**src/rtl/st7735_pkg.sv**
```systemverilog
// Shared ST7735 constants: command codes, default panel geometry and the
// panel-side command decoder state encoding.
package st7735_pkg;

  localparam int DEF_WIDTH  = 128;
  localparam int DEF_HEIGHT = 160;

  localparam logic [7:0] CMD_SWRESET = 8'h01;
  localparam logic [7:0] CMD_CASET   = 8'h2A;
  localparam logic [7:0] CMD_RASET   = 8'h2B;
  localparam logic [7:0] CMD_RAMWR   = 8'h2C;

  typedef enum logic [3:0] {
    ST_IDLE,
    ST_CASET0,
    ST_CASET1,
    ST_CASET2,
    ST_CASET3,
    ST_RASET0,
    ST_RASET1,
    ST_RASET2,
    ST_RASET3,
    ST_RAMWR,
    ST_SKIP
  } dec_state_t;

endpackage

```
**src/rtl/spi_byte_rx.sv**
```systemverilog
// SPI byte receiver: synchronises the panel pins into the system clock domain,
// detects LCD_CLK rising edges and assembles MSB-first bytes tagged with DC.
module spi_byte_rx (
  input  logic       clk,
  input  logic       rst,
  input  logic       cs_n,
  input  logic       mosi,
  input  logic       dc,
  input  logic       sclk,
  input  logic       lcd_rst_n,
  output logic       core_rst,
  output logic       byte_valid,
  output logic [7:0] byte_data,
  output logic       byte_dc
);

  logic [1:0] rstn_sync;
  logic [1:0] cs_sync;
  logic [1:0] mosi_sync;
  logic [1:0] dc_sync;
  logic [1:0] sclk_sync;
  logic       sclk_q;
  logic       sclk_rise;
  logic [7:0] shreg;
  logic [2:0] bit_cnt;
  logic       done;
  logic       dc_lat;

  always_ff @(posedge clk) begin
    if (rst) rstn_sync <= '0;
    else     rstn_sync <= {rstn_sync[0], lcd_rst_n};
  end

  // The panel reset pin behaves exactly like RESET once synchronised.
  assign core_rst = rst | ~rstn_sync[1];

  always_ff @(posedge clk) begin
    if (core_rst) begin
      cs_sync   <= '1;
      mosi_sync <= '0;
      dc_sync   <= '0;
      sclk_sync <= '0;
      sclk_q    <= 1'b0;
    end else begin
      cs_sync   <= {cs_sync[0], cs_n};
      mosi_sync <= {mosi_sync[0], mosi};
      dc_sync   <= {dc_sync[0], dc};
      sclk_sync <= {sclk_sync[0], sclk};
      sclk_q    <= sclk_sync[1];
    end
  end

  assign sclk_rise = sclk_sync[1] & ~sclk_q;

  always_ff @(posedge clk) begin
    if (core_rst) begin
      shreg      <= '0;
      bit_cnt    <= '0;
      done       <= 1'b0;
      dc_lat     <= 1'b0;
      byte_valid <= 1'b0;
      byte_data  <= '0;
      byte_dc    <= 1'b0;
    end else begin
      done       <= 1'b0;
      byte_valid <= done;
      if (done) begin
        byte_data <= shreg;
        byte_dc   <= dc_lat;
      end
      if (cs_sync[1]) begin
        bit_cnt <= '0;
      end else if (sclk_rise) begin
        shreg   <= {shreg[6:0], mosi_sync[1]};
        bit_cnt <= bit_cnt + 3'd1;
        if (bit_cnt == 3'd7) begin
          done   <= 1'b1;
          dc_lat <= dc_sync[1];
        end
      end
    end
  end

endmodule

```
**src/rtl/st7735_rx.sv**
```systemverilog
// ST7735 panel-side responder: decodes CASET/RASET/RAMWR from the received
// byte stream and emits addressed RGB565 pixel writes.
module st7735_rx
  import st7735_pkg::*;
#(
  parameter int WIDTH   = DEF_WIDTH,
  parameter int HEIGHT  = DEF_HEIGHT,
  parameter int COORD_W = 8
) (
  input  logic               SYSTEM_CLK,
  input  logic               RESET,
  input  logic               CS,
  input  logic               MOSI,
  input  logic               DC,
  input  logic               LCD_CLK,
  input  logic               LCD_RST_N,
  output logic               BYTE_VALID,
  output logic [7:0]         BYTE_DATA,
  output logic               BYTE_DC,
  output logic               CMD_VALID,
  output logic [7:0]         CMD_CODE,
  output logic               PIX_VALID,
  output logic [COORD_W-1:0] PIX_X,
  output logic [COORD_W-1:0] PIX_Y,
  output logic [15:0]        PIX_DATA
);

  localparam logic [COORD_W-1:0] XE_DEF = COORD_W'(WIDTH - 1);
  localparam logic [COORD_W-1:0] YE_DEF = COORD_W'(HEIGHT - 1);

  logic core_rst;

  spi_byte_rx u_byte_rx (
    .clk        (SYSTEM_CLK),
    .rst        (RESET),
    .cs_n       (CS),
    .mosi       (MOSI),
    .dc         (DC),
    .sclk       (LCD_CLK),
    .lcd_rst_n  (LCD_RST_N),
    .core_rst   (core_rst),
    .byte_valid (BYTE_VALID),
    .byte_data  (BYTE_DATA),
    .byte_dc    (BYTE_DC)
  );

  dec_state_t         state_q, state_d;
  logic [COORD_W-1:0] xs_q, xe_q, ys_q, ye_q, x_q, y_q;
  logic [COORD_W-1:0] xs_d, xe_d, ys_d, ye_d, x_d, y_d;
  logic               phase_q, phase_d;
  logic [7:0]         hi_q, hi_d;
  logic [7:0]         cmd_code_q, cmd_code_d;
  logic               pix_valid_d;
  logic [COORD_W-1:0] pix_x_d, pix_y_d;
  logic [15:0]        pix_data_d;

  // Window values arrive as 16-bit big-endian pairs; only the low COORD_W
  // bits of {hi,lo} are kept, so each byte updates its share in place.
  function automatic logic [COORD_W-1:0] set_hi(input logic [COORD_W-1:0] cur,
                                                input logic [7:0] b);
    return COORD_W'({b, 8'(cur)});
  endfunction

  function automatic logic [COORD_W-1:0] set_lo(input logic [COORD_W-1:0] cur,
                                                input logic [7:0] b);
    return COORD_W'((16'(cur) & 16'hFF00) | {8'h00, b});
  endfunction

  assign CMD_VALID = BYTE_VALID & ~BYTE_DC;
  assign CMD_CODE  = CMD_VALID ? BYTE_DATA : cmd_code_q;

  always_comb begin
    state_d     = state_q;
    xs_d        = xs_q;
    xe_d        = xe_q;
    ys_d        = ys_q;
    ye_d        = ye_q;
    x_d         = x_q;
    y_d         = y_q;
    phase_d     = phase_q;
    hi_d        = hi_q;
    cmd_code_d  = cmd_code_q;
    pix_valid_d = 1'b0;
    pix_x_d     = PIX_X;
    pix_y_d     = PIX_Y;
    pix_data_d  = PIX_DATA;
    if (BYTE_VALID) begin
      if (!BYTE_DC) begin
        cmd_code_d = BYTE_DATA;
        phase_d    = 1'b0;
        case (BYTE_DATA)
          CMD_CASET: state_d = ST_CASET0;
          CMD_RASET: state_d = ST_RASET0;
          CMD_RAMWR: begin
            state_d = ST_RAMWR;
            x_d     = xs_q;
            y_d     = ys_q;
          end
          default:   state_d = ST_SKIP;
        endcase
      end else begin
        case (state_q)
          ST_CASET0: begin xs_d = set_hi(xs_q, BYTE_DATA); state_d = ST_CASET1; end
          ST_CASET1: begin xs_d = set_lo(xs_q, BYTE_DATA); state_d = ST_CASET2; end
          ST_CASET2: begin xe_d = set_hi(xe_q, BYTE_DATA); state_d = ST_CASET3; end
          ST_CASET3: begin xe_d = set_lo(xe_q, BYTE_DATA); state_d = ST_SKIP;   end
          ST_RASET0: begin ys_d = set_hi(ys_q, BYTE_DATA); state_d = ST_RASET1; end
          ST_RASET1: begin ys_d = set_lo(ys_q, BYTE_DATA); state_d = ST_RASET2; end
          ST_RASET2: begin ye_d = set_hi(ye_q, BYTE_DATA); state_d = ST_RASET3; end
          ST_RASET3: begin ye_d = set_lo(ye_q, BYTE_DATA); state_d = ST_SKIP;   end
          ST_RAMWR: begin
            if (!phase_q) begin
              hi_d    = BYTE_DATA;
              phase_d = 1'b1;
            end else begin
              phase_d     = 1'b0;
              pix_valid_d = 1'b1;
              pix_x_d     = x_q;
              pix_y_d     = y_q;
              pix_data_d  = {hi_q, BYTE_DATA};
              if (x_q == xe_q) begin
                x_d = xs_q;
                y_d = (y_q == ye_q) ? ys_q : y_q + COORD_W'(1);
              end else begin
                x_d = x_q + COORD_W'(1);
              end
            end
          end
          default: ;
        endcase
      end
    end
  end

  always_ff @(posedge SYSTEM_CLK) begin
    if (core_rst) begin
      state_q    <= ST_IDLE;
      xs_q       <= '0;
      xe_q       <= XE_DEF;
      ys_q       <= '0;
      ye_q       <= YE_DEF;
      x_q        <= '0;
      y_q        <= '0;
      phase_q    <= 1'b0;
      hi_q       <= '0;
      cmd_code_q <= '0;
      PIX_VALID  <= 1'b0;
      PIX_X      <= '0;
      PIX_Y      <= '0;
      PIX_DATA   <= '0;
    end else begin
      state_q    <= state_d;
      xs_q       <= xs_d;
      xe_q       <= xe_d;
      ys_q       <= ys_d;
      ye_q       <= ye_d;
      x_q        <= x_d;
      y_q        <= y_d;
      phase_q    <= phase_d;
      hi_q       <= hi_d;
      cmd_code_q <= cmd_code_d;
      PIX_VALID  <= pix_valid_d;
      PIX_X      <= pix_x_d;
      PIX_Y      <= pix_y_d;
      PIX_DATA   <= pix_data_d;
    end
  end

endmodule

```
**config.mk**
```make
export PLATFORM = sky130hd
export DESIGN_NAME = st7735_rx
export DESIGN_NICKNAME = d
export VERILOG_FILES = /design/src/rtl/st7735_pkg.sv /design/src/rtl/spi_byte_rx.sv /design/src/rtl/st7735_rx.sv
export SDC_FILE = /design/constraint.sdc
export NUM_CORES = 1
export LEC_CHECK = 0
export CAP_MARGIN = 20
export CORE_AREA = 2 2 197 121
export DETAILED_ROUTE_END_ITERATION = 12
export DIE_AREA = 0 0 199 123
export SYNTH_ARGS = -nofsm -noshare
export SYNTH_HDL_FRONTEND = slang
export SYNTH_SLANG_ARGS = --single-unit
```
**constraint.sdc**
```tcl
create_clock -name SYSTEM_CLK -period 2.61 [get_ports SYSTEM_CLK]
set_clock_uncertainty 0.1 [all_clocks]
set_input_delay 0.783 -clock SYSTEM_CLK [delete_from_list [all_inputs] [get_ports SYSTEM_CLK]]
set_output_delay 0.783 -clock SYSTEM_CLK [all_outputs]
set_load 0.01 [all_outputs]
```
# After elaboration in Yosys (flattened, before gate mapping)
# Cells that the tools add are included.
[word_totals]
inputBits = 7
wordCells = 98
regBits = 136
out_inout_bits = 52
[classes]
n_mux = 20
reduce_logical = 18
n_eq_ne = 19
addsub = 3
n_bitwise = 11
[ops]
columns = ["operator", "n"]
rows = [
  ["$mux 8", 12],
  ["$pmux 4 s7", 1],
  ["$eq 8x6->1 const B", 3],
  ["$add 8x1->8 const B", 2],
  ["$eq 4x3->1 const B", 4],
  ["$eq 8x8->1", 2],
  ["$reduce_and 3->1", 5],
  ["$pmux 4 s3", 1],
  ["$reduce_and 4->1", 3],
  ["$eq 4x2->1 const B", 2],
  ["$eq 4x4->1 const B", 2],
  ["$ne 8x8->1 const B", 1],
  ["$not 1->1", 8],
  ["$reduce_and 2->1", 4],
  ["$ne 2x2->1 const B", 3],
  ["$mux 1", 5],
  ["$reduce_and 5->1", 1],
  ["$eq 4x1->1 const B", 1],
  ["$mux 4", 1],
  ["$reduce_or 2->1", 2],
  ["$reduce_or 4->1", 1],
  ["$add 3x1->3 const B", 1],
  ["$eq 3x3->1 const B", 1],
  ["$reduce_or 3->1", 1],
  ["other kinds (3)", 4],
]

# Depth between registers and ports, before layout
[logic_depth]
ltp_word = 6
ltp_mapped = 8
ltp_nobuf = 7

# By module
# From an unflattened synthesis, not the netlist that was laid out.
[unflattened]
hier_cells = 600
area_unflattened_um2 = 5532.8
[modules_own_cells]
columns = ["mod", "cells_each", "seq_area_each_um2", "area_per_inst_um2", "instances"]
rows = [
  ["st7735_rx", 489, 2042.0, 4390.5, 1],
  ["spi_byte_rx", 111, 680.7, 1142.3, 1],
]

# Worst setup path before layout
# No wires, ideal clock.
[synth_timing]
kind = "reg-to-reg"
from = "register u_byte_rx.byte_valid"
to = "register y_q[0]"
setup_time_ns = 0.074
arrival_ns = 1.850
stages_incl_launch_ff = 9
period_less_slack_ns = 2.024
path_buffers = 2
path_slack_ns = 0.586
required_ns = 2.436
path_cell_list = "dfxtp_1 > buf_2 > nand2_4 > inv_2 > nand4_2 > and2_1 > buf_6 > or4_1 > a31oi_1"
[synth_between]
elab_chain_len = 1
[synth_lines]
columns = ["item", "line_no", "text"]
rows = [
  ["start: declaration", "spi_byte_rx.sv:12", "output logic byte_valid,"],
  ["start signal: assignment", "spi_byte_rx.sv:66", "byte_valid <= done;"],
  ["$reduce_and 5->1 (no line)", "--", ""],
  ["end signal: assignment", "st7735_rx.sv:158", "y_q <= y_d;"],
  ["end: declaration", "st7735_rx.sv:48", "logic [COORD_W-1:0] xs_q, xe_q, ys_q, ye_q, x_q, y_q;"],
]
# No other way between the ends.
# A chain may end at the register's enable or synchronous reset.

# Worst setup path after layout
[layout_timing]
from = "register u_byte_rx.byte_dc"
to = "output port CMD_VALID"
[layout_between]
elab_chain_len = 2
[layout_lines]
columns = ["item", "line_no", "text"]
rows = [
  ["start: declaration", "spi_byte_rx.sv:14", "output logic byte_dc"],
  ["start signal: assignment", "spi_byte_rx.sv:69", "byte_dc <= dc_lat;"],
  ["$not 1->1 (no line)", "--", ""],
  ["$and 1x1->1", "st7735_rx.sv:69", "assign CMD_VALID = BYTE_VALID & ~BYTE_DC;"],
  ["end: declaration", "st7735_rx.sv:20", "output logic CMD_VALID,"],
]
# No other way between the ends.

==> impl_metrics.env <==
export IMPL_status="finished clean"
export IMPL_tns_ns=0
export IMPL_cp_slowest_cell="clkdlybuf4s50_1"
export IMPL_groute_usage_overall_pct=12.8
export IMPL_cap_violations=0
export IMPL_slew_viol_final=0
export IMPL_overflow=0
export IMPL_design_area_um2=7320
export IMPL_cts_htree_levels=4
export IMPL_syn_num_nets=635
export IMPL_antenna_found_initial=0
export IMPL_cts_clk_slew_worst_paths_ns=0.06
export IMPL_cts_hold_buf=0
export IMPL_grt_pass1_wl_mm=23.6
export IMPL_path_cells="inv_2 -> nand2_4 -> inv_6 -> clkdlybuf4s50_1"
export IMPL_power_frac_comb_pct=0.8
export IMPL_clk_path_buf_depth=2
export IMPL_yosysMostFrequentCell="dfxtp_1"
export IMPL_syn_area_per_cell_um2=8.98
export IMPL_ys_types=52
export IMPL_numClockSinks=136
export IMPL_fillers=2368
export IMPL_synth_main_ff_cell="dfxtp_1"
export IMPL_fp_dieH_um=123
export IMPL_worstSetupStartpointType="flip-flop"
export IMPL_cp_arrival_ns=1.58
export IMPL_die_area_um2=24500
export IMPL_rsz0062_at_grt="no"
export IMPL_routabilityCongestion=0.862
export IMPL_final_setup_worst_slack_ns=0.151
export IMPL_powerDensity_nw_per_um2=637
export IMPL_ys_top_cells_by_count="136 x dfxtp_1, 122 x nand2_1, 66 x mux2i_1"
export IMPL_ys_seq_elements=136
export IMPL_p_clk_share_pct=54.6
export IMPL_ant_nets=0
export IMPL_fin_crit_sh_pct=94.2
export IMPL_syn_area_um2=5600
export IMPL_p_sw_w=0.000899
export IMPL_synth_area_leaders="dfxtp_1 49%, mux2i_1 12%, nand2_1 8.2%"
export IMPL_firstDrtPassIters=4
export IMPL_portBuffers=58
export IMPL_utilization_pct=32.2
export IMPL_relSlewSlack_pct=54.9
export IMPL_ios=59
export IMPL_grt_pass1_vias=4338
export IMPL_diodes=0
export IMPL_cp_end_kind="primary output"
export IMPL_totalWireLength_mm=15.0
export IMPL_die_w_um=199
export IMPL_worst_path_largest_cell_delay_ns=0.55
export IMPL_hold_class="flip-flop to flip-flop"
export IMPL_ys_seq_area_share_pct=48.6
export IMPL_cts_root_buf="clkbuf_16"
export IMPL_period_needed_ns=2.46
export IMPL_dr_first_iter_drc_count=282
export IMPL_synth_cells=624
export IMPL_grt_max_degree=38
export IMPL_cts_tree="done"
export IMPL_power_leakage_nw=2.75
export IMPL_path_class="flip-flop to primary output"
export IMPL_core_um2=22800
export IMPL_setup_viol=0
export IMPL_worstPathMaxFanout=10
export IMPL_numCtsBuffers=17
export IMPL_rows=43
export IMPL_cp_required_ns=1.73
export IMPL_place_area_um2=6680
export IMPL_hold_violations=0
export IMPL_ir_worst_vdd_uv=400
export IMPL_yosys_warnings=0
export IMPL_fmax_mhz=407
export IMPL_place_ws_ns=0.333
export IMPL_async_reset_ff_share_pct=0
export IMPL_synth_edff_count=0
export IMPL_start_util_pct=24.6
export IMPL_netSwitchingFraction_pct=19.3
export IMPL_drive_gt1_share_pct=10.5
export IMPL_nets=702
export IMPL_wire_per_inst_um=14.7
export IMPL_p_int_w=0.00377
export IMPL_dp_final_hpwl_mm=10.4
export IMPL_vias=4438
export IMPL_tightest_slew_ns=0.676
export IMPL_synth_top_cell_by_area="dfxtp_1"
export IMPL_via_per_inst=4.36
export IMPL_synth_top_cell_area_share_pct=48.6
export IMPL_synthToLayoutAreaGrowth_pct=30.7
export IMPL_drc=0
export IMPL_insertion_delay_ns=0.43
export IMPL_seq_power_share_pct=44.6
placed cells by master, fill, tap and decap left out, types with 6 or more instances in the layout:
master,count
a21oi_1,46
and2_1,18
buf_4,31
clkbuf_16,17
clkdlybuf4s50_1,50
dfxtp_1,135
mux2i_1,66
nand2_1,122
nand3_1,12
nor2_1,58
nor2b_1,12
nor3_1,7
o211a_1,6
o21ai_0,8
o22ai_1,6
xnor2_1,11
xor2_1,10
worst paths after layout:
check,startpoint,to,cells past startpoint,slack (ns)
worst min register to register,u_byte_rx.cs_sync[0],u_byte_rx.cs_sync[1],1,0.32
worst max register to register,u_byte_rx.byte_data[0],y_q[0],5,0.47
worst max-delay path,u_byte_rx.byte_dc,CMD_VALID,4,0.15
worst min-delay path,u_byte_rx.cs_sync[0],u_byte_rx.cs_sync[1],1,0.32
power groups by stage:
stage               registers [W]  logic (W)  clock network (W)
finish                    0.00208  0.0000368            0.00255
global route              0.00208  0.0000401            0.00268
CTS                       0.00208  0.0000379            0.00259
detailed placement        0.00213  0.0000378                  0
global placement          0.00213  0.0000379                  0
floorplan                 0.00212  0.0000161                  0
logic make-up after synthesis:
group	synth area share [%]
adders and majority gates	0.893
buffers and inverters	3.98
and+or+nand+nor	21.5
AOI/OAI and AO/OA	9.74
muxes	12.0
xor gates and xnor gates	3.28
DFF	48.6
flip-flops by register name (all words and copies together) (netlist names), 2 cells and up:
| register | count |
|---|---|
| ye_q | 8 |
| x_q | 8 |
| xs_q | 8 |
| y_q | 8 |
| u_byte_rx.mosi_sync | 2 |
| u_byte_rx.rstn_sync | 2 |
| u_byte_rx.byte_data | 8 |
| u_byte_rx.shreg | 8 |
| PIX_X | 8 |
| PIX_Y | 8 |
| PIX_DATA | 16 |
| u_byte_rx.bit_cnt | 3 |
| state_q | 4 |
| xe_q | 8 |
| u_byte_rx.dc_sync | 2 |
| hi_q | 8 |
| ys_q | 8 |
| u_byte_rx.sclk_sync | 2 |
| cmd_code_q | 8 |
| u_byte_rx.cs_sync | 2 |
critical path, delay by kind of cell, from the launching register on:
family	cells	cell delay [ns]
buffers and inverters	3	0.73
DFF	1	0.32
and+or+nand+nor	1	0.10
repair_timing:
action                                  in CTS  in global routing
gates resized for setup                      5                  6
endpoints found under the setup margin       8                  5
buffers inserted                             1                  0
per-stage QoR:
stage          hold slack (ns)  total power (W)  std cells
5_1_grt                  0.336          0.00480       1018
4_1_cts                  0.327          0.00470       1018
3_5_place_dp             0.314          0.00216        986
6_report                 0.319          0.00466       1018
2_1_floorplan            0.286          0.00214        624
3_3_place_gp             0.309          0.00216        986
routing by layer:
layer / routed length, um / GRT usage, % / vias up
met1: 7720 / 19.1 / 2077
met2: 5970 / 17.3 / 109
li1: - / - / 2245
met3: 1200 / 3.74 / 7
met4: 80 / 4.24 / 0
met5: 0 / 0 / -
area by class of cell:
class	instances	area (um^2)	area share (%)
Inverter	7	31.3	0.427
Clock buffer	24	482	6.58
Timing Repair Buffer	92	882	12.0
Clock inverter	7	141	1.93
Multi-Input combinational cell	437	2670	36.4
Sequential cell	136	2720	37.2
Tap cell	315	394	5.38
Power figures use the tool's default switching activity.
